===== src/rtl/lotr_ring_inject_if.sv =====
// Ring request types plus the bus interface of the tile ring injection stage.
// Perf counter ports exist only when LOTR_RING_INJ_PERF_EN is defined.
package lotr_pkg;

    typedef enum logic [2:0] {
        OP_NOP = 3'd0,
        OP_RD  = 3'd1,
        OP_WR  = 3'd2,
        OP_RDX = 3'd3,
        OP_WB  = 3'd4,
        OP_INV = 3'd5
    } t_opcode;

    typedef struct packed {
        logic [9:0]  requestor;
        t_opcode     opcode;
        logic [31:0] address;
        logic [31:0] data;
    } t_ring_req;

endpackage

interface lotr_ring_inject_if #(
    parameter int unsigned FIFO_DEPTH = 4
);
    import lotr_pkg::*;

    localparam int unsigned CW = $clog2(FIFO_DEPTH) + 1;

    logic          LclReqValidQ502H;
    logic          LclReqReadyQ502H;
    logic [9:0]    LclReqRequestorQ502H;
    t_opcode       LclReqOpcodeQ502H;
    logic [31:0]   LclReqAddressQ502H;
    logic [31:0]   LclReqDataQ502H;

    logic          RingInValidQ502H;
    logic [9:0]    RingInRequestorQ502H;
    t_opcode       RingInOpcodeQ502H;
    logic [31:0]   RingInAddressQ502H;
    logic [31:0]   RingInDataQ502H;

    logic          RingOutValidQ503H;
    logic [9:0]    RingOutRequestorQ503H;
    t_opcode       RingOutOpcodeQ503H;
    logic [31:0]   RingOutAddressQ503H;
    logic [31:0]   RingOutDataQ503H;

    logic [CW-1:0] InjFifoCountQ503H;
    logic          InjStarvedQ503H;

`ifdef LOTR_RING_INJ_PERF_EN
    logic [15:0]   PerfInjCntQ503H;
    logic [15:0]   PerfPassCntQ503H;

    modport slave (
        input  LclReqValidQ502H, LclReqRequestorQ502H, LclReqOpcodeQ502H,
               LclReqAddressQ502H, LclReqDataQ502H,
               RingInValidQ502H, RingInRequestorQ502H, RingInOpcodeQ502H,
               RingInAddressQ502H, RingInDataQ502H,
        output LclReqReadyQ502H,
               RingOutValidQ503H, RingOutRequestorQ503H, RingOutOpcodeQ503H,
               RingOutAddressQ503H, RingOutDataQ503H,
               InjFifoCountQ503H, InjStarvedQ503H,
               PerfInjCntQ503H, PerfPassCntQ503H
    );

    modport master (
        output LclReqValidQ502H, LclReqRequestorQ502H, LclReqOpcodeQ502H,
               LclReqAddressQ502H, LclReqDataQ502H,
               RingInValidQ502H, RingInRequestorQ502H, RingInOpcodeQ502H,
               RingInAddressQ502H, RingInDataQ502H,
        input  LclReqReadyQ502H,
               RingOutValidQ503H, RingOutRequestorQ503H, RingOutOpcodeQ503H,
               RingOutAddressQ503H, RingOutDataQ503H,
               InjFifoCountQ503H, InjStarvedQ503H,
               PerfInjCntQ503H, PerfPassCntQ503H
    );
`else
    modport slave (
        input  LclReqValidQ502H, LclReqRequestorQ502H, LclReqOpcodeQ502H,
               LclReqAddressQ502H, LclReqDataQ502H,
               RingInValidQ502H, RingInRequestorQ502H, RingInOpcodeQ502H,
               RingInAddressQ502H, RingInDataQ502H,
        output LclReqReadyQ502H,
               RingOutValidQ503H, RingOutRequestorQ503H, RingOutOpcodeQ503H,
               RingOutAddressQ503H, RingOutDataQ503H,
               InjFifoCountQ503H, InjStarvedQ503H
    );

    modport master (
        output LclReqValidQ502H, LclReqRequestorQ502H, LclReqOpcodeQ502H,
               LclReqAddressQ502H, LclReqDataQ502H,
               RingInValidQ502H, RingInRequestorQ502H, RingInOpcodeQ502H,
               RingInAddressQ502H, RingInDataQ502H,
        input  LclReqReadyQ502H,
               RingOutValidQ503H, RingOutRequestorQ503H, RingOutOpcodeQ503H,
               RingOutAddressQ503H, RingOutDataQ503H,
               InjFifoCountQ503H, InjStarvedQ503H
    );
`endif

endinterface


===== src/rtl/lotr_ring_inject.sv =====
// Tile ring output stage: forwards ring traffic with priority and injects queued local requests
// into empty slots. LOTR_RING_INJ_PERF_EN adds saturating inject/pass-through slot counters.
module lotr_ring_inject
    import lotr_pkg::*;
#(
    parameter int unsigned FIFO_DEPTH   = 4,
    parameter int unsigned STARVE_LIMIT = 8
) (
    input  logic               QClk,
    input  logic               RstQnnnL,
    input  logic [7:0]         CoreID,
    lotr_ring_inject_if.slave  ring_if
);

    localparam int unsigned AW = $clog2(FIFO_DEPTH);
    localparam int unsigned CW = AW + 1;
    localparam int unsigned SW = $clog2(STARVE_LIMIT + 1);

    typedef enum logic [1:0] {
        S_IDLE   = 2'd0,
        S_PEND   = 2'd1,
        S_STARVE = 2'd2
    } t_state;

    t_ring_req     mem_q [FIFO_DEPTH];
    logic [AW-1:0] wr_ptr_q, wr_ptr_d;
    logic [AW-1:0] rd_ptr_q, rd_ptr_d;
    logic [CW-1:0] count_q, count_d;
    logic          ready_q, ready_d;
    t_ring_req     out_q, out_d;
    logic          out_vld_q, out_vld_d;

    t_state        state_q, state_d;
    logic [SW-1:0] wait_q, wait_d;
    logic          starved_q, starved_d;

    t_ring_req     lcl_req;
    t_ring_req     ring_req;
    t_ring_req     head_req;
    logic          push;
    logic          pop;
    logic          ring_busy;
    logic          fifo_empty;

    // CoreID is carried for the tile's static configuration only; no logic consumes it here.
    logic          unused_core_id;
    assign unused_core_id = ^CoreID;

    assign lcl_req  = '{requestor: ring_if.LclReqRequestorQ502H,
                        opcode:    ring_if.LclReqOpcodeQ502H,
                        address:   ring_if.LclReqAddressQ502H,
                        data:      ring_if.LclReqDataQ502H};
    assign ring_req = '{requestor: ring_if.RingInRequestorQ502H,
                        opcode:    ring_if.RingInOpcodeQ502H,
                        address:   ring_if.RingInAddressQ502H,
                        data:      ring_if.RingInDataQ502H};

    assign head_req   = mem_q[rd_ptr_q];
    assign fifo_empty = (count_q == '0);
    assign ring_busy  = ring_if.RingInValidQ502H;
    assign push       = ring_if.LclReqValidQ502H & ready_q;
    assign pop        = ~ring_busy & ~fifo_empty;

    // FIFO bookkeeping and slot selection; ring traffic always takes the slot.
    always_comb begin
        wr_ptr_d  = wr_ptr_q;
        rd_ptr_d  = rd_ptr_q;
        count_d   = count_q;
        out_d     = out_q;
        out_vld_d = 1'b0;

        if (push) wr_ptr_d = wr_ptr_q + AW'(1);
        if (pop)  rd_ptr_d = rd_ptr_q + AW'(1);

        unique case ({push, pop})
            2'b10:   count_d = count_q + CW'(1);
            2'b01:   count_d = count_q - CW'(1);
            default: count_d = count_q;
        endcase

        if (ring_busy) begin
            out_d     = ring_req;
            out_vld_d = 1'b1;
        end else if (pop) begin
            out_d     = head_req;
            out_vld_d = 1'b1;
        end

        ready_d = (count_d != CW'(FIFO_DEPTH));
    end

    // Payload storage is not reset; only pointers and count define contents.
    always_ff @(posedge QClk) begin
        if (push) mem_q[wr_ptr_q] <= lcl_req;
    end

    always_ff @(posedge QClk or negedge RstQnnnL) begin
        if (!RstQnnnL) begin
            wr_ptr_q  <= '0;
            rd_ptr_q  <= '0;
            count_q   <= '0;
            ready_q   <= 1'b1;
            out_q     <= '0;
            out_vld_q <= 1'b0;
        end else begin
            wr_ptr_q  <= wr_ptr_d;
            rd_ptr_q  <= rd_ptr_d;
            count_q   <= count_d;
            ready_q   <= ready_d;
            out_q     <= out_d;
            out_vld_q <= out_vld_d;
        end
    end

    // Head wait tracking: state register.
    always_ff @(posedge QClk or negedge RstQnnnL) begin
        if (!RstQnnnL) begin
            state_q   <= S_IDLE;
            wait_q    <= '0;
            starved_q <= 1'b0;
        end else begin
            state_q   <= state_d;
            wait_q    <= wait_d;
            starved_q <= starved_d;
        end
    end

    // Head wait tracking: next state.
    always_comb begin
        state_d = state_q;
        unique case (state_q)
            S_IDLE: begin
                if (push) state_d = S_PEND;
            end
            S_PEND, S_STARVE: begin
                if (pop)
                    state_d = (count_d != '0) ? S_PEND : S_IDLE;
                else if (wait_d == SW'(STARVE_LIMIT))
                    state_d = S_STARVE;
            end
            default: state_d = S_IDLE;
        endcase
    end

    // Head wait tracking: counter and starvation flag; the counter saturates at the limit.
    always_comb begin
        wait_d    = wait_q;
        starved_d = 1'b0;
        unique case (state_q)
            S_PEND, S_STARVE: begin
                if (pop)
                    wait_d = '0;
                else if (wait_q != SW'(STARVE_LIMIT))
                    wait_d = wait_q + SW'(1);
            end
            default: wait_d = '0;
        endcase
        starved_d = (state_d == S_STARVE);
    end

    assign ring_if.LclReqReadyQ502H      = ready_q;
    assign ring_if.RingOutValidQ503H     = out_vld_q;
    assign ring_if.RingOutRequestorQ503H = out_q.requestor;
    assign ring_if.RingOutOpcodeQ503H    = out_q.opcode;
    assign ring_if.RingOutAddressQ503H   = out_q.address;
    assign ring_if.RingOutDataQ503H      = out_q.data;
    assign ring_if.InjFifoCountQ503H     = count_q;
    assign ring_if.InjStarvedQ503H       = starved_q;

`ifdef LOTR_RING_INJ_PERF_EN
    logic [15:0] perf_inj_q, perf_inj_d;
    logic [15:0] perf_pass_q, perf_pass_d;

    // Saturating counts of output slots sourced from the FIFO and from the ring.
    always_comb begin
        perf_inj_d  = perf_inj_q;
        perf_pass_d = perf_pass_q;
        if (ring_busy && (perf_pass_q != 16'hFFFF)) perf_pass_d = perf_pass_q + 16'd1;
        if (pop && (perf_inj_q != 16'hFFFF))        perf_inj_d  = perf_inj_q + 16'd1;
    end

    always_ff @(posedge QClk or negedge RstQnnnL) begin
        if (!RstQnnnL) begin
            perf_inj_q  <= '0;
            perf_pass_q <= '0;
        end else begin
            perf_inj_q  <= perf_inj_d;
            perf_pass_q <= perf_pass_d;
        end
    end

    assign ring_if.PerfInjCntQ503H  = perf_inj_q;
    assign ring_if.PerfPassCntQ503H = perf_pass_q;
`endif

endmodule


===== src/flat_wrapper.sv =====
// flat-port wrapper written by rule: the top's interface ports become plain ports
module lotr_ring_inject_flat import lotr_pkg::*;
#(
    parameter int unsigned FIFO_DEPTH   = 4,
    parameter int unsigned STARVE_LIMIT = 8
)
  (QClk, RstQnnnL, CoreID, ring_if_LclReqValidQ502H, ring_if_LclReqRequestorQ502H, ring_if_LclReqOpcodeQ502H, ring_if_LclReqAddressQ502H, ring_if_LclReqDataQ502H, ring_if_RingInValidQ502H, ring_if_RingInRequestorQ502H, ring_if_RingInOpcodeQ502H, ring_if_RingInAddressQ502H, ring_if_RingInDataQ502H, ring_if_LclReqReadyQ502H, ring_if_RingOutValidQ503H, ring_if_RingOutRequestorQ503H, ring_if_RingOutOpcodeQ503H, ring_if_RingOutAddressQ503H, ring_if_RingOutDataQ503H, ring_if_InjFifoCountQ503H, ring_if_InjStarvedQ503H);
  lotr_ring_inject_if #(.FIFO_DEPTH(FIFO_DEPTH)) ring_if_i ();
  input  logic QClk;
  input  logic RstQnnnL;
  input  logic [7:0] CoreID;
  input wire logic [$bits(ring_if_i.LclReqValidQ502H)-1:0] ring_if_LclReqValidQ502H;
  input wire logic [$bits(ring_if_i.LclReqRequestorQ502H)-1:0] ring_if_LclReqRequestorQ502H;
  input wire logic [$bits(ring_if_i.LclReqOpcodeQ502H)-1:0] ring_if_LclReqOpcodeQ502H;
  input wire logic [$bits(ring_if_i.LclReqAddressQ502H)-1:0] ring_if_LclReqAddressQ502H;
  input wire logic [$bits(ring_if_i.LclReqDataQ502H)-1:0] ring_if_LclReqDataQ502H;
  input wire logic [$bits(ring_if_i.RingInValidQ502H)-1:0] ring_if_RingInValidQ502H;
  input wire logic [$bits(ring_if_i.RingInRequestorQ502H)-1:0] ring_if_RingInRequestorQ502H;
  input wire logic [$bits(ring_if_i.RingInOpcodeQ502H)-1:0] ring_if_RingInOpcodeQ502H;
  input wire logic [$bits(ring_if_i.RingInAddressQ502H)-1:0] ring_if_RingInAddressQ502H;
  input wire logic [$bits(ring_if_i.RingInDataQ502H)-1:0] ring_if_RingInDataQ502H;
  output wire logic [$bits(ring_if_i.LclReqReadyQ502H)-1:0] ring_if_LclReqReadyQ502H;
  output wire logic [$bits(ring_if_i.RingOutValidQ503H)-1:0] ring_if_RingOutValidQ503H;
  output wire logic [$bits(ring_if_i.RingOutRequestorQ503H)-1:0] ring_if_RingOutRequestorQ503H;
  output wire logic [$bits(ring_if_i.RingOutOpcodeQ503H)-1:0] ring_if_RingOutOpcodeQ503H;
  output wire logic [$bits(ring_if_i.RingOutAddressQ503H)-1:0] ring_if_RingOutAddressQ503H;
  output wire logic [$bits(ring_if_i.RingOutDataQ503H)-1:0] ring_if_RingOutDataQ503H;
  output wire logic [$bits(ring_if_i.InjFifoCountQ503H)-1:0] ring_if_InjFifoCountQ503H;
  output wire logic [$bits(ring_if_i.InjStarvedQ503H)-1:0] ring_if_InjStarvedQ503H;
  assign ring_if_i.LclReqValidQ502H = ring_if_LclReqValidQ502H;
  assign ring_if_i.LclReqRequestorQ502H = ring_if_LclReqRequestorQ502H;
  assign ring_if_i.LclReqOpcodeQ502H = ring_if_LclReqOpcodeQ502H;
  assign ring_if_i.LclReqAddressQ502H = ring_if_LclReqAddressQ502H;
  assign ring_if_i.LclReqDataQ502H = ring_if_LclReqDataQ502H;
  assign ring_if_i.RingInValidQ502H = ring_if_RingInValidQ502H;
  assign ring_if_i.RingInRequestorQ502H = ring_if_RingInRequestorQ502H;
  assign ring_if_i.RingInOpcodeQ502H = ring_if_RingInOpcodeQ502H;
  assign ring_if_i.RingInAddressQ502H = ring_if_RingInAddressQ502H;
  assign ring_if_i.RingInDataQ502H = ring_if_RingInDataQ502H;
  assign ring_if_LclReqReadyQ502H = ring_if_i.LclReqReadyQ502H;
  assign ring_if_RingOutValidQ503H = ring_if_i.RingOutValidQ503H;
  assign ring_if_RingOutRequestorQ503H = ring_if_i.RingOutRequestorQ503H;
  assign ring_if_RingOutOpcodeQ503H = ring_if_i.RingOutOpcodeQ503H;
  assign ring_if_RingOutAddressQ503H = ring_if_i.RingOutAddressQ503H;
  assign ring_if_RingOutDataQ503H = ring_if_i.RingOutDataQ503H;
  assign ring_if_InjFifoCountQ503H = ring_if_i.InjFifoCountQ503H;
  assign ring_if_InjStarvedQ503H = ring_if_i.InjStarvedQ503H;
  lotr_ring_inject #(.FIFO_DEPTH(FIFO_DEPTH), .STARVE_LIMIT(STARVE_LIMIT)) u_core (.QClk(QClk), .RstQnnnL(RstQnnnL), .CoreID(CoreID), .ring_if(ring_if_i));
endmodule

===== config.mk =====
export PLATFORM = sky130hd
export DESIGN_NAME = lotr_ring_inject_flat
export DESIGN_NICKNAME = d
export VERILOG_FILES = /design/src/rtl/lotr_ring_inject_if.sv /design/src/rtl/lotr_ring_inject.sv /design/src/flat_wrapper.sv
export SDC_FILE = /design/constraint.sdc
export NUM_CORES = 1
export LEC_CHECK = 0
export BUFFER_PORTS_ARGS = -buffer_cell sky130_fd_sc_hd__buf_2
export CORE_UTILIZATION = 50
export DETAILED_ROUTE_END_ITERATION = 7
export PLACE_DENSITY = 0.75
export SYNTH_ARGS = -nofsm -noshare
export SYNTH_HDL_FRONTEND = slang
export SYNTH_SLANG_ARGS = --single-unit

===== constraint.sdc =====
create_clock -name QClk -period 3 [get_ports QClk]
set_input_delay 0.6 -clock QClk [delete_from_list [all_inputs] [get_ports QClk]]
set_output_delay 0.6 -clock QClk [all_outputs]
set_load 0.02 [all_outputs]

## Word level (Yosys, flattened, before mapping)

Memories as Yosys holds them, arrays and structs flattened.
Index checks and enable logic that the tools add are counted.
W data, S select, Z words.

| word-level totals | value |
|---|---|
| output and inout port bits | 83 |
| input bits | 166 |
| memory bits (writable) | 308 |
| memories kept | 1 |
| ROM bits | 0 |
| bits in latches | 0 |
| register bits after elaboration | 93 |
| logic and storage cells | 50 |

Memory list:

| memory | depth | width | rd ports | clocked after Yosys merged registers in | wr ports | line | text |
|---|---|---|---|---|---|---|---|
| u_core.mem_q | 4 | 77 | 1 | 0 | 1 | lotr_ring_inject.sv:25 | `t_ring_req mem_q [FIFO_DEPTH];` |

| cells by class | value |
|---|---|
| eq/ne operators | 8 |
| reductions and logical operators | 5 |
| multiplexer cells | 15 |
| order comparisons | 0 |
| $mul | 0 |
| add/subtract/negate cells | 5 |
| divide/modulo/power cells | 0 |
| shift operators | 0 |
| bitwise gates (word level) | 4 |

Operators by type and width:

| cell | number |
|---|---|
| $mux W77 | 2 |
| $mux W4 | 3 |
| $eq A2 B2 Y1 const B | 3 |
| $mux W2 | 3 |
| $pmux W3 S2 | 1 |
| $mux W1 | 5 |
| $add A2 B1 Y2 const B | 2 |
| $add A4 B1 Y4 const B | 1 |
| $eq A2 B1 Y1 const B | 2 |
| $eq A4 B4 Y1 const B | 1 |
| $ne A4 B4 Y1 const B | 1 |
| $pmux W2 S2 | 1 |
| $add A3 B1 Y3 const B | 1 |
| $logic_not A3 Y1 | 1 |
| $ne A3 B3 Y1 const B | 1 |
| $reduce_bool A3 Y1 | 1 |
| $sub A3 B1 Y3 const B | 1 |
| $and A1 B1 Y1 | 2 |
| $logic_not A2 Y1 | 1 |
| $not A1 Y1 | 2 |
| $reduce_bool A2 Y1 | 1 |
| $reduce_or A2 Y1 | 1 |

## Logic depth before layout (Yosys ltp)

Gate-level depths: netlist of run 1.

| logic depth | value |
|---|---|
| depth in word-level cells | 10 |
| mapped depth | 8 |
| gate-level depth less buffers | 8 |

## Worst setup path after synthesis of run 1

OpenSTA, ideal clock, no wires.

| timing | value |
|---|---|
| path type | register to register |
| start | reg u_core.ready_q (netlist: u_core.ring_if.LclReqReadyQ502H) |
| end | mem u_core.mem_q[0][0] (netlist name) (enable) |
| setup time | 0.444 ns |
| stages on the path, launching flop included | 2 |
| path buffers | 0 |
| period minus slack after synthesis | 2.920 ns |
| path slack | 0.080 ns |
| arrival | 2.475 ns |
| data required time | 2.556 ns |
| path through | dfstp_2 -> and3_1 |

| on the way | value |
|---|---|
| cells in the longest elaborated chain, start to end | 3 |

Ends and longest elaborated chain:

| element | line | text |
|---|---|---|
| start, declared | lotr_ring_inject.sv:29 | `logic ready_q, ready_d;` |
| start signal, assigned | lotr_ring_inject.sv:109 | `ready_q <= ready_d;` |
| $and A1 B1 Y1 | lotr_ring_inject.sv:61 | `assign push = ring_if.LclReqValidQ502H & ready_q;` |
| $mux W1 | lotr_ring_inject.sv:94 | `if (push) mem_q[wr_ptr_q] <= lcl_req;` |
| $mux W1 (not written as such) | lotr_ring_inject.sv:94 |  |
| end, declared | lotr_ring_inject.sv:25 |  |

Every way passes these cells.

## Worst setup path in the final report of run 1

| timing | value |
|---|---|
| start | reg u_core.count_q[1] (netlist: u_core.ring_if.InjFifoCountQ503H[1]) |
| end | reg u_core.starved_q (netlist: u_core.ring_if.InjStarvedQ503H) |

| on the way | value |
|---|---|
| cells in the longest elaborated chain, start to end | 10 |
| elaborated cells on any way between the ends | 17 |
| those cells by class | 2 x add/sub; 4 x eq/ne; 7 x mux; 2 x bitwise; 2 x reduce/logical |

Ends and longest elaborated chain:

| element | line | text |
|---|---|---|
| start, declared | lotr_ring_inject.sv:28 | `logic [CW-1:0] count_q, count_d;` |
| start signal, assigned | lotr_ring_inject.sv:108 | `count_q <= count_d;` |
| $logic_not A3 Y1 (*) | lotr_ring_inject.sv:59 | `assign fifo_empty = (count_q == '0);` |
| $not A1 Y1 (*) | lotr_ring_inject.sv:62 | `assign pop = ~ring_busy & ~fifo_empty;` |
| $and A1 B1 Y1 (*) | lotr_ring_inject.sv:62 |  |
| net u_core.pop | lotr_ring_inject.sv:41 | `logic pop;` |
| $eq A2 B1 Y1 (tied with other cells) | lotr_ring_inject.sv:75 | `unique case ({push, pop})` |
| $pmux W3 S2 / $mux W4 (equally long branches) | lotr_ring_inject.sv:75, lotr_ring_inject.sv:149 |  |
| $reduce_bool A3 Y1 / $eq A4 B4 Y1 (equally long branches) | lotr_ring_inject.sv:137, lotr_ring_inject.sv:138 |  |
| $mux W1 / $mux W2 (equally long branches) | lotr_ring_inject.sv:137, lotr_ring_inject.sv:138 |  |
| $mux W2 (*) | lotr_ring_inject.sv:136 | `if (pop)` |
| $pmux W2 S2 (*) | lotr_ring_inject.sv:131 | `unique case (state_q)` |
| $eq A2 B2 Y1 (*) | lotr_ring_inject.sv:158 | `starved_d = (state_d == S_STARVE);` |
| net u_core.starved_d | lotr_ring_inject.sv:35 | `logic starved_q, starved_d;` |
| end signal, assigned | lotr_ring_inject.sv:124 | `starved_q <= starved_d;` |
| end, declared | lotr_ring_inject.sv:35 |  |

Mark *: on every way through the listed nets, which the timed path passes. The rest lies on a longest branch.
A chain may end at the register's enable or synchronous reset.

==> metrics.md, run 1 <==
| Metric | Value |
|---|---|
| Vias | `between 8000 and 9000` |
| Syn_area_per_cell | `19.0 sq um` |
| Final hold vios | `0` |
| Part of the cycle the worst path needs | `0.821` |
| Outcome | `complete, no violations` |
| Row count | `between 60 and 70` |
| Switching Share | `0.308` |
| Startpoint Class | `flop` |
| Hold buffers post-CTS | `0` |
| Critical path arrival | `2.91 ns` |
| DRC Markers | `0` |
| Register area | `approximately 12000 sq um` |
| Largest net degree at the start of global routing | `100` |
| Antenna violations before repair | `5` |
| Slowest cell on crit path | `dfrtp_1` |
| Final layout net count | `1255` |
| Fmax | `just over 400 MHz` |
| Gr usage total | `0.194` |
| Final Max Slew Viols | `0` |
| Final Util | `0.607` |
| Proportion of layout cells with a drive suffix above 1 | `0.370` |
| Crit path max fanout | `6` |
| RSZ-0062 raised after global routing | `false` |
| Synthesized area | `~16000 sq um` |
| Gate Count Post-Synth | `~820` |
| Most common cell in the synthesized netlist | `edfxtp_1` |
| Clock share of power | `0.267` |
| Fillcell total | `about 2200` |
| Commonest cells post-synth | `edfxtp_1, dfrtp_1, nand2_1, mux2i_1, mux4_2` |
| Buffers on Ports | `between 200 and 250` |
| Power Dens Cells | `between 900 and 1000 nW/um^2` |
| CTS tree | `yes` |
| DR iter-0 viols | `465` |
| Clk slew on worst S/H paths | `0.06 ns` |
| Die span in x | `approximately 180 um` |
| Clock buffer depth | `3` |
| Top-area cell type share of the netlist area | `0.595` |
| Worst path max stage delay | `0.46 ns` |
| Post-synth ARST share | `0.232` |
| Leak | `around 0.007 uW` |
| DP Area | `~17000 sq um` |
| Synthesis-to-finish area growth | `19.4%` |
| Sink Count | `between 400 and 500` |
| Syn nets | `~990` |
| Seq/Total Area, Yosys | `0.745` |
| Die ar. | `approximately 32000 sq um` |
| Combinational power share | `0.278` |
| Post-Place Setup Slack | `about 0.43 ns` |
| CP top delay family | `adder cells` |
| Max VDD drop | `approximately 0.00059 V` |
| Clk_lat worst skew | `between 0.5 and 0.6 ns` |
| WP buf/inv | `0` |
| Synth Warn # | `0` |
| Post-Layout Inst Area | `about 19000 sq um` |
| EDFF count, synth | `around 300` |
| Max_cap viols | `0` |
| CP cell instances | `nor3_1 > nor2_1 > ha_1 > fa_1 > xnor3_1 > nand2_1 > a32oi_1 > and4_1` |
| Final Skew | `approximately 0.016 ns` |
| CTS Buf Count | `41` |
| Slew headroom | `0.485` |
| Min Tclk post-route | `approximately 2.5 ns` |
| Hpwl dp | `roughly 19000 um` |
| #FFs+latches synth | `approximately 400` |
| # IOs | `about 250` |
| Post CTS Setup Buffer Count | `0` |
| Setup TNS Final | `0 ns` |
| CTS root buf | `clkbuf_16` |
| Vias in the first global route | `between 8000 and 9000` |
| H-tree depth | `2` |
| GRT overflow | `0` |
| Vias/cell | `about 5.4` |
| Worst setup margin | `0.537 ns` |
| RePlAce Congestion | `0.743` |
| ANT nets after route | `0` |
| Crit path required time | `~3.5 ns` |
| Ys flop type | `edfxtp_1` |
| Drt total wl | `30000 um` |
| Multi-input gate area | `3680 sq um` |
| CTS resizes | `0` |
| WS Path Type | `flop to flop` |
| Sw power | `around 5500 uW` |
| Netlist cell types | `40` |
| Core Region | `30600 sq um` |
| Internal power | `roughly 12000 uW` |
| CP endpoint kind | `flop` |
| Final setup vio count | `0` |
| Per-cell routed wire length | `about 20 um` |
| Top post-synthesis cells by area | `edfxtp_1, dfrtp_1, mux4_2` |
| Worst hold path class | `input port to asynchronous set/reset pin` |
| Detailed Routing Iterations Pass 1 | `5` |
| First-pass GRT wire length | `approximately 46000 um` |
| Post-synth top area cell | `edfxtp_1` |
| Reg power frac | `0.455` |
| Chip Height | `around 180 um` |
| Initial core utilization | `0.508` |
| Slew at the pin closest to its max-slew limit | `roughly 0.77 ns` |
worst paths after layout:
path                       slack, ns  cells past startpoint                                       startpoint                                                 to
max                             0.54                      8    u_core.ring_if.InjFifoCountQ503H[1]$_DFF_PN0_           u_core.ring_if.InjStarvedQ503H$_DFF_PN0_
min in group QClk               0.29                      1                   ring_if_LclReqAddressQ502H[24]                      u_core.mem_q[3][56]$_DFFE_PP_
max in group asynchronous       2.04                      2                                         RstQnnnL     u_core.ring_if.RingOutDataQ503H[6]$_DFFE_PN0P_
min reg2reg                     0.47                      2  u_core.ring_if.RingOutDataQ503H[11]$_DFFE_PN0P_    u_core.ring_if.RingOutDataQ503H[11]$_DFFE_PN0P_
min                             0.15                      1                                         RstQnnnL  u_core.ring_if.RingOutAddressQ503H[9]$_DFFE_PN0P_
max reg2reg                     0.54                      8    u_core.ring_if.InjFifoCountQ503H[1]$_DFF_PN0_           u_core.ring_if.InjStarvedQ503H$_DFF_PN0_
stage by stage:
step,total power [uW],instances,hold slack [ns]
2_1_floorplan,11700,818,0.304
6_report,18000,1512,0.152
4_1_cts,18200,1507,0.184
3_5_place_dp,13400,1432,0.465
5_1_grt,18900,1507,0.201
3_3_place_gp,13200,1432,0.456
placed cells by master (no fill, tap or decap), types with 3 or more instances in the layout:
cell type / instances
edfxtp_1: 308
buf_2: 238
dfrtp_1: 90
nand2_1: 82
mux4_2: 77
mux2i_1: 77
o21ai_0: 65
clkbuf_16: 43
buf_4: 16
o21ai_1: 15
clkbuf_1: 10
ha_1: 9
inv_1: 8
clkinv_2: 8
buf_12: 8
diode_2: 5
xnor2_1: 5
and3_4: 4
clkinv_1: 4
clkbuf_8: 4
nor2_1: 3
a21oi_1: 3
nand3_1: 3
power groups by stage:
stage / Combinational, uW / Clock [uW] / Sequential (uW)
floorplan: 2950 / 0 / 8740
global placement: 5010 / 0 / 8220
detailed placement: 5100 / 0 / 8300
CTS: 5120 / 4900 / 8210
global route: 5450 / 5130 / 8350
finish: 5000 / 4790 / 8170
metal layers:
layer | wire [um] | GRT usage | up-vias
li1 | - | - | 3738
met1 | 12700 | 0.258 | 4136
met2 | 14900 | 0.320 | 237
met3 | 2050 | 0.0488 | 42
met4 | 410 | 0.0484 | 2
met5 | 13 | 0 | -
layout make-up:
type,instances,area share
Sequential cell,401,0.624
Multi-Input combinational cell,365,0.198
Timing Repair Buffer,262,0.0793
Clock buffer,57,0.0630
Tap cell,396,0.0267
Clock inverter,18,0.00607
Inverter,8,0.00162
Antenna cell,5,0.000674
logic make-up after synthesis:
logic type	share of synthesized area
and+or+nand+nor	0.0288
buffers and inverters	0.0197
AOI/OAI and AO/OA	0.0296
xor gates and xnor gates	0.00540
adders and majority gates	0.00854
muxes	0.163
DFF	0.745
sequential cells by signal, indices dropped and copies added (netlist names):
signal / count
u_core.state_q: 2
u_core.mem_q: 308
u_core.ring_if.RingOutDataQ503H: 32
u_core.wr_ptr_q: 2
u_core.ring_if.RingOutOpcodeQ503H: 3
u_core.wait_q: 4
u_core.ring_if.LclReqReadyQ502H: 1
u_core.ring_if.InjFifoCountQ503H: 3
u_core.ring_if.RingOutAddressQ503H: 32
u_core.ring_if.RingOutValidQ503H: 1
u_core.ring_if.RingOutRequestorQ503H: 10
u_core.ring_if.InjStarvedQ503H: 1
u_core.rd_ptr_q: 2
Power figures use the tool's default switching activity.
==> run 2: changes to the inputs <==
==> constraint.sdc (replaced) <==
create_clock -name QClk -period 2.1 [get_ports QClk]
set_input_delay 0.42 -clock QClk [delete_from_list [all_inputs] [get_ports QClk]]
set_output_delay 0.42 -clock QClk [all_outputs]
set_load 0.02 [all_outputs]
==> run 2 against run 1 <==
- sequential power is 41% higher
- maximum frequency is 20% higher
- global-route usage is 0.76 points lower
- first-iteration DRC count is 3.0% lower
- hold slack worse by 0.040 ns
- critical path depth stayed put
- cell count is 0.79% higher
- clock power is 44% higher
- clock-buffer cell count stayed put
- worst setup slack worse by 0.49 ns
==> metrics.md, run 2 (same netlist as run 1, synthesis figures left out) <==
| Metric | Value |
|---|---|
| Clock share of power | `0.265` |
| Die span in x | `178 um` |
| Most frequent cells in the layout | `edfxtp_1, buf_2, dfrtp_1` |
| Power Dens Cells | `between 1000 and 1500 nW/um^2` |
| Slew headroom | `0.505` |
| CP cell instances | `nor3_4 > nor2_2 > ha_2 > fa_2 > nor3b_2 > nand2_1 > a32oi_1 > and4_1` |
| Final layout net count | `1267` |
| Internal power | `roughly 18000 uW` |
| Clock buffer depth | `3` |
| Critical path arrival | `approximately 2.5 ns` |
| Commonest non-fill, non-tap cell in the layout | `edfxtp_1` |
| Slew at the pin closest to its max-slew limit | `0.743 ns` |
| GRT overflow | `0` |
| Largest net degree at the start of global routing | `94` |
| Reg power frac | `0.442` |
| Slowest cell on crit path | `fa_2` |
| Worst setup margin | `between 0.04 and 0.05 ns` |
| Antenna violations before repair | `6` |
| Register area | `11600 sq um` |
| Vias | `about 8200` |
| Core Region | `around 31000 sq um` |
| Die ar. | `between 30000 and 40000 sq um` |
| Min Tclk post-route | `about 2.1 ns` |
| Outcome | `complete, no violations` |
| Per-cell routed wire length | `slightly below 20 um` |
| Hpwl dp | `18500 um` |
| Row count | `64` |
| Buffers on Ports | `240` |
| Final Skew | `0.0151 ns` |
| RSZ-0062 raised after global routing | `true` |
| CTS root buf | `clkbuf_16` |
| Leak | `between 0.007 and 0.008 uW` |
| Vias in the first global route | `8242` |
| Worst path max stage delay | `approximately 0.43 ns` |
| Final setup vio count | `0` |
| Final Util | `0.613` |
| R2R Path Start | `u_core.ring_if.InjFifoCountQ503H[1]$_DFF_PN0_` |
| Synthesis-to-finish area growth | `20.7%` |
| Chip Height | `~180 um` |
| Crit path required time | `approximately 2.6 ns` |
| Fillcell total | `~2300` |
| Sw power | `roughly 7800 uW` |
| Post-Layout Inst Area | `~19000 sq um` |
| Multi-input gate area | `between 3000 and 4000 sq um` |
| WP buf/inv | `0` |
| CP endpoint kind | `flop` |
| Initial core utilization | `0.508` |
| Startpoint Class | `flop` |
| Vias/cell | `5.36` |
| Clk_lat worst skew | `approximately 0.52 ns` |
| H-tree depth | `2` |
| Final hold vios | `0` |
| DP Area | `17400 sq um` |
| Setup crit start | `u_core.ring_if.InjFifoCountQ503H[1]$_DFF_PN0_` |
| Hold Path Origin | `ring_if_LclReqAddressQ502H[10]` |
| Clk slew on worst S/H paths | `0.06 ns` |
| Worst hold path class | `input port to flop` |
| Crit path max fanout | `2` |
| WS Path Type | `flop to flop` |
| Part of the cycle the worst path needs | `0.976` |
| DRC Markers | `0` |
| Sink Count | `approximately 400` |
| Total Power | `about 26000 uW` |
| Biggest register | `u_core.mem_q` |
| First-pass GRT wire length | `between 40000 and 50000 um` |
| RePlAce Congestion | `0.739` |
| ANT nets after route | `0` |
| Max VDD drop | `between 0.0008 and 0.0009 V` |
| DR iter-0 viols | `451` |
| CTS Buf Count | `between 40 and 50` |
| CTS tree | `yes` |
| Max_cap viols | `0` |
| Fmax | `488 MHz` |
| Final Max Slew Viols | `0` |
| Combinational power share | `0.292` |
| Post-Place Setup Slack | `-0.0104 ns` |
| Switching Share | `0.302` |
| Largest register FFs | `between 300 and 400` |
| Detailed Routing Iterations Pass 1 | `5` |
| Proportion of layout cells with a drive suffix above 1 | `0.381` |
| Gr usage total | `0.186` |
| CP top delay family | `simple AND/OR/NAND/NOR gates` |
| Drt total wl | `29400 um` |
| # IOs | `approximately 250` |
==> run 2: cell types whose count changed in the layout (fill, tap and decap cells not counted), sizes merged <==
cell,delta
buf,+11
bufinv,+2
clkinvlp,-2
diode,+1
dlygate4sd3,+1
inv,-1
==> run 2: stage by stage <==
| step | hold slack [ns] | setup TNS, ns | instances |
|---|---|---|---|
| finish | 0.112 | 0 | 1524 |
| global route | 0.0936 | -0.0833 | 1519 |
| CTS | 0.0941 | 0 | 1517 |
| detailed placement | 0.465 | -0.0104 | 1442 |
| global placement | 0.457 | 0 | 1442 |
| floorplan | 0.124 | -0.0350 | 818 |
==> run 2: final timing paths <==
kind,end,slack (ns),depth (start not counted)
hold / removal,u_core.mem_q[0][42]$_DFFE_PP_,0.11,1
hold reg to reg,u_core.ring_if.RingOutAddressQ503H[0]$_DFFE_PN0P_,0.47,2
setup / recovery,u_core.ring_if.InjStarvedQ503H$_DFF_PN0_,0.05,8
max in group asynchronous,u_core.rd_ptr_q[1]$_DFFE_PN0P_,1.14,3
setup reg to reg,u_core.ring_if.InjStarvedQ503H$_DFF_PN0_,0.05,8
min in group asynchronous,u_core.ring_if.RingOutRequestorQ503H[3]$_DFFE_PN0P_,0.52,3
==> run 2: layout make-up <==
cell class                      count  share of cell area
Antenna cell                        6            0.000801
Clock buffer                       57              0.0611
Clock inverter                     17             0.00761
Inverter                            8             0.00160
Multi-Input combinational cell    365               0.197
Sequential cell                   401               0.618
Tap cell                          396              0.0264
Timing Repair Buffer              274              0.0868
==> run 2: power by group through the flow <==
stage               clock network [uW]  registers [uW]  logic, uW
CTS                               7050           11500       7750
floorplan                            0           12400       4240
finish                            6880           11500       7580
detailed placement                   0           11600       7730
global route                      7370           11700       8250
global placement                     0           11500       7620
==> run 2: routing by layer <==
metal	vias up	wire (um)	part of all wire	GRT usage
li1	3764	-	-	-
met1	4112	12200	0.41	0.240
met2	233	14700	0.50	0.314
met3	49	1970	0.067	0.0467
met4	4	512	0.017	0.0516
met5	-	27	0.00092	0
==> run 2: what timing repair did <==
action	in CTS	in global routing
gates cloned	0	0
resized for setup	1	0
hold buffers	1	0
buffers inserted	0	1
hold endpoints to repair	42	0
endpoints found under the setup margin	1	2
pin swaps	8	3
